## config.mk

```make
export PLATFORM = sky130hd
export DESIGN_NAME = fpnew_opgroup_out_fifo
export DESIGN_NICKNAME = d
export VERILOG_FILES = /design/src/rtl/fpnew_opgroup_out_fifo.sv
export SDC_FILE = /design/constraint.sdc
export NUM_CORES = 1
export LEC_CHECK = 0
export BUFFER_PORTS_ARGS = -buffer_cell sky130_fd_sc_hd__buf_2
export CAP_MARGIN = 20
export CORE_ASPECT_RATIO = 0.8
export CORE_MARGIN = 2
export CORE_UTILIZATION = 40
export DETAILED_ROUTE_END_ITERATION = 10
export SLEW_MARGIN = 20
export SYNTH_ARGS = -nofsm -noshare
export SYNTH_HDL_FRONTEND = slang
export SYNTH_SLANG_ARGS = --single-unit
```

## constraint.sdc

```tcl
create_clock -name clk_i -period 10 [get_ports clk_i]
set_input_delay 0.5 -clock clk_i [delete_from_list [all_inputs] [get_ports clk_i]]
set_output_delay 0.5 -clock clk_i [all_outputs]
set_load 0.1 [all_outputs]
```

## src/rtl/fpnew_opgroup_out_fifo.sv

```systemverilog
// Registered output buffer between an opgroup's arbitrated output and the top-level arbiter.
// Holds {result, status, ext_bit, tag} in a small FIFO and accumulates sticky status flags of delivered results.
module fpnew_opgroup_out_fifo #(
    parameter int unsigned Width = 32,
    parameter int unsigned Depth = 2,
    parameter type TagType = logic,
    localparam int unsigned CntWidth = $clog2(Depth + 1)
) (
    input  logic                clk_i,
    input  logic                rst_ni,
    input  logic [Width-1:0]    in_result_i,
    input  logic [4:0]          in_status_i,
    input  logic                in_ext_bit_i,
    input  TagType              in_tag_i,
    input  logic                in_valid_i,
    output logic                in_ready_o,
    input  logic                flush_i,
    output logic [Width-1:0]    out_result_o,
    output logic [4:0]          out_status_o,
    output logic                out_ext_bit_o,
    output TagType              out_tag_o,
    output logic                out_valid_o,
    input  logic                out_ready_i,
    input  logic                fflags_clr_i,
    output logic [4:0]          fflags_o,
    output logic [CntWidth-1:0] count_o,
    output logic                busy_o
);

    localparam int unsigned PtrWidth = (Depth > 1) ? $clog2(Depth) : 1;

    if (Depth < 1 || Depth > 16) begin : g_bad_depth
        $error("fpnew_opgroup_out_fifo: Depth must be within 1..16");
    end

    // Explicit wrap so non-power-of-2 depths never index past the last entry.
    function automatic logic [PtrWidth-1:0] ptr_inc(input logic [PtrWidth-1:0] ptr);
        if (ptr == PtrWidth'(Depth - 1)) begin
            return '0;
        end
        return ptr + 1'b1;
    endfunction

    logic [Width-1:0]    result_q [Depth];
    logic [4:0]          status_q [Depth];
    logic                ext_bit_q[Depth];
    TagType              tag_q    [Depth];

    logic [PtrWidth-1:0] wr_ptr_q, wr_ptr_d;
    logic [PtrWidth-1:0] rd_ptr_q, rd_ptr_d;
    logic [CntWidth-1:0] cnt_q, cnt_d;
    logic [4:0]          fflags_q, fflags_d;
    logic                push, pop;

    assign in_ready_o    = (cnt_q != CntWidth'(Depth));
    assign out_valid_o   = (cnt_q != '0);
    assign busy_o        = (cnt_q != '0);
    assign count_o       = cnt_q;
    assign fflags_o      = fflags_q;

    assign out_result_o  = result_q[rd_ptr_q];
    assign out_status_o  = status_q[rd_ptr_q];
    assign out_ext_bit_o = ext_bit_q[rd_ptr_q];
    assign out_tag_o     = tag_q[rd_ptr_q];

    // A flush swallows both handshakes of the same cycle.
    assign push = in_valid_i & in_ready_o & ~flush_i;
    assign pop  = out_valid_o & out_ready_i & ~flush_i;

    always_comb begin
        wr_ptr_d = wr_ptr_q;
        rd_ptr_d = rd_ptr_q;
        cnt_d    = cnt_q;
        if (flush_i) begin
            wr_ptr_d = '0;
            rd_ptr_d = '0;
            cnt_d    = '0;
        end else begin
            if (push) begin
                wr_ptr_d = ptr_inc(wr_ptr_q);
            end
            if (pop) begin
                rd_ptr_d = ptr_inc(rd_ptr_q);
            end
            if (push && !pop) begin
                cnt_d = cnt_q + 1'b1;
            end else if (pop && !push) begin
                cnt_d = cnt_q - 1'b1;
            end
        end
    end

    // Clear acts on the old accumulator value; a same-cycle pop still merges its flags.
    always_comb begin
        fflags_d = fflags_q;
        if (fflags_clr_i) begin
            fflags_d = pop ? out_status_o : 5'b0;
        end else if (pop) begin
            fflags_d = fflags_q | out_status_o;
        end
    end

    always_ff @(posedge clk_i or negedge rst_ni) begin
        if (!rst_ni) begin
            wr_ptr_q <= '0;
            rd_ptr_q <= '0;
            cnt_q    <= '0;
            fflags_q <= '0;
        end else begin
            wr_ptr_q <= wr_ptr_d;
            rd_ptr_q <= rd_ptr_d;
            cnt_q    <= cnt_d;
            fflags_q <= fflags_d;
        end
    end

    // Entry storage carries data only and is left unreset.
    always_ff @(posedge clk_i) begin
        if (push) begin
            result_q[wr_ptr_q]  <= in_result_i;
            status_q[wr_ptr_q]  <= in_status_i;
            ext_bit_q[wr_ptr_q] <= in_ext_bit_i;
            tag_q[wr_ptr_q]     <= in_tag_i;
        end
    end

endmodule

```

==> metrics.md <==
| Metric | Value |
|---|---|
| Outcome | complete, no violations |
| Worst clock skew | 0.01269 ns |
| CP bufs+invs | 1 |
| Post-CTS Resized | 0 |
| Post-Layout Cell Count | 376 |
| DRT Pass-1 Iters | 4 |
| Synthesized area | 3252 um^2 |
| HPWL after DPL | 3.714 mm |
| Placed cells | 359 |
| CTS Root Buffer Type | clkbuf_8 |
| Place WS | 7.690 ns |
| Critical path class | register to output port |
| Xor-xnor portion of the synthesized cell area | 0.2693% |
| Synth Area in Simple Gates | 2.039% |
| Min Hold Slack | 0.3396 ns |
| Area growth syn-to-layout | 24.05% |
| CP cell instances | mux2_2 > buf_2 |
| Synth Area per Inst | 20.32 um^2 |
| Top delay family on crit path | flip-flops |
| Diode count | 0 |
| Synthesized net count | 205 |
| Area share of fa/ha/maj cells after synthesis | 0% |
| Clock transition at path regs | 0.09 ns |
| Routed WL per cell | 14.97 um |
| Post-synth EDFFs | 78 |
| Largest family of logic cells by synthesized area | multiplexers |
| Setup TNS | 0 ns |
| Seq/Total Area, Yosys | 78.95% |
| CTS Buf Count | 9 |
| Post-DRT Antenna Nets | 0 |
| Hold_buf cts | 1 |
| Syn Inst Count | 160 |
| PwrDens | 206.4 nW/um^2 |
| Critical-path top delay cell | dfrtp_2 |
| Worst-Margin Slew | 0.9823 ns |
| Post-CTS Setup Bufs | 0 |
| Congestion Overflow GR | 0 |
| Max-slew violations | 0 |
| Arr. time, crit path | 2.13 ns |
| First-pass GRT wire length | 8.549 mm |
| CP startpoint kind | register |
| Post-Place Cell Area | 3834 um^2 |
| Warnings, synthesis | 0 |
| Row count | 29 |
| Placer Congestion | 0.7602 |
| Remaining DRCs | 0 |
| Initial antenna violation count | 0 |
| IO Port Bufs | 93 |
| Max-slew headroom | 34.52% |
| Final #Nets | 308 |
| Unrepaired setup endpoints after global routing | no |
| Synth Flop Type | edfxtp_1 |
| Final instance area | 4034 um^2 |
| Layout cells sized above 1 | 57.46% |
| Worst path required time | 9.50 ns |
| Leakage | 1.542 nW |
| Mux contribution to synthesized area | 14.04% |
| Ys async rst share | 10.34% |
| Setup WS post-layout | 7.371 ns |
| Hold crit path type | input port to register |
| Clock Sinks | 87 |
| Vias in the first global route | 1733 |
| Final Hold Viols | 0 |
| CTS tree | done |
| Initial core utilization | 41.11% |
| Vias per inst | 4.702 |
| Tmin final | 2.629 ns |
| Worst vdd ir | 112.9 uV |
| DRT iter0 DRCs | 62 |
| Most frequent cells in the layout | buf_2, edfxtp_1, mux2_2 |
| Yosys reg bits | 87 |
| Most common cell after layout, fill and taps aside | buf_2 |
| CORE AREA | 7910 um^2 |
| Final Setup Violations | 0 |
| Routed WL | 5.628 mm |
| Die H | 84.65 um |
| Die X | 104.8 um |
| Largest fanout on the critical path | 40 |
| Critical Path Sink Type | output port |
| # Max-Cap Violations | 0 |
| Vias | 1768 |
| Crit-path max cell delay | 1.01 ns |
| Longest Clk Path Bufs | 2 |
| Post-synthesis compound-gate area fraction | 2.732% |
| Clk_lat worst skew | 0.35 ns |
| Tcrit/Tclk final | 26.29% |
| Synth cell types | 25 |
| Die ar. | 8871 um^2 |
| GRT Util Overall | 13.01% |
| H-tree depth | 3 |
| Num ports | 94 |
| Fmax achieved | 0.3804 GHz |
| Largest net degree at the start of global routing | 41 |
per-stage QoR:
stage	utilization [%]	power, W
global route	51.00	0.0008653
detailed placement	48.47	0.0006110
global placement	48.47	0.0006097
CTS	51.00	0.0008421
floorplan	-	0.0005809
finish	51.00	0.0008328
worst reg2reg max path, delay by kind of cell (launching register included):
family	cells	cell delay (ns)
and+or+nand+nor	3	0.90
DFF	1	0.45
buffers and inverters	2	0.59
metal layers:
metal | track usage, % | part of all wire, % | vias to the layer above
li1 | - | - | 829
met1 | 14.20 | 40 | 866
met2 | 22.08 | 50 | 64
met3 | 6.444 | 8.4 | 9
met4 | 4.727 | 1.1 | 0
met5 | 0 | 0 | -
flip-flops by register name, summed over array words and instances (netlist names):
signal / cells
wr_ptr_q: 1
fflags_o: 5
status_q: 10
tag_q: 2
rd_ptr_q: 1
ext_bit_q: 2
result_q: 64
count_o: 2
report_power, final:
group,switching (W),internal [W],leakage (nW)
clock,0.000116,0.000116,0.0912
sequential,0.0000101,0.000411,0.836
combinational,0.000145,0.0000355,0.615
kinds of logic after synthesis:
kind of cell | after synthesis
AOI/OAI and AO/OA | 13
muxes | 40
DFF | 87
xor gates and xnor gates | 1
and+or+nand+nor | 11
buffers and inverters | 8
cells in the mapped netlist (2+ instances only):
cell	n	area (um^2)
buf_6	4	45.04
nor2_1	2	7.510
a22o_1	5	43.79
inv_1	2	7.510
mux2_4	2	30.03
edfxtp_1	78	2342
nor3b_1	2	15.01
dfrtp_1	9	225.2
mux2_2	37	416.7
a21oi_1	4	20.02
final cells by class:
cell class              instances  area, um^2
fillers                       702        3876
flip-flops and latches         87        2569
multi-input cells              65       630.6
repair buffers                 97       498.0
well taps                     108       135.1
clock buffers                  11       131.4
clock inverters                 5       58.81
inverters                       3       11.26
path summary, 6_finish.rpt:
| path | startpoint | cells past startpoint | slack (ns) | end |
|---|---|---|---|---|
| max in group asynchronous | rst_ni | 2 | 9.28 | rd_ptr_q$_DFFE_PN0P_ |
| worst max-delay path | rd_ptr_q$_DFFE_PN0P_ | 2 | 7.37 | out_result_o[15] |
| worst min register to register | fflags_o[4]$_DFFE_PN0P_ | 1 | 0.51 | fflags_o[4]$_DFFE_PN0P_ |
| worst max register to register | count_o[1]$_DFFE_PN0P_ | 5 | 7.70 | result_q[0][17]$_DFFE_PP_ |
| min in group asynchronous | rst_ni | 2 | 0.53 | count_o[0]$_DFFE_PN0P_ |
| worst min-delay path | in_result_i[8] | 1 | 0.34 | result_q[0][8]$_DFFE_PP_ |
Note: power is estimated with default switching activity, not from simulation.
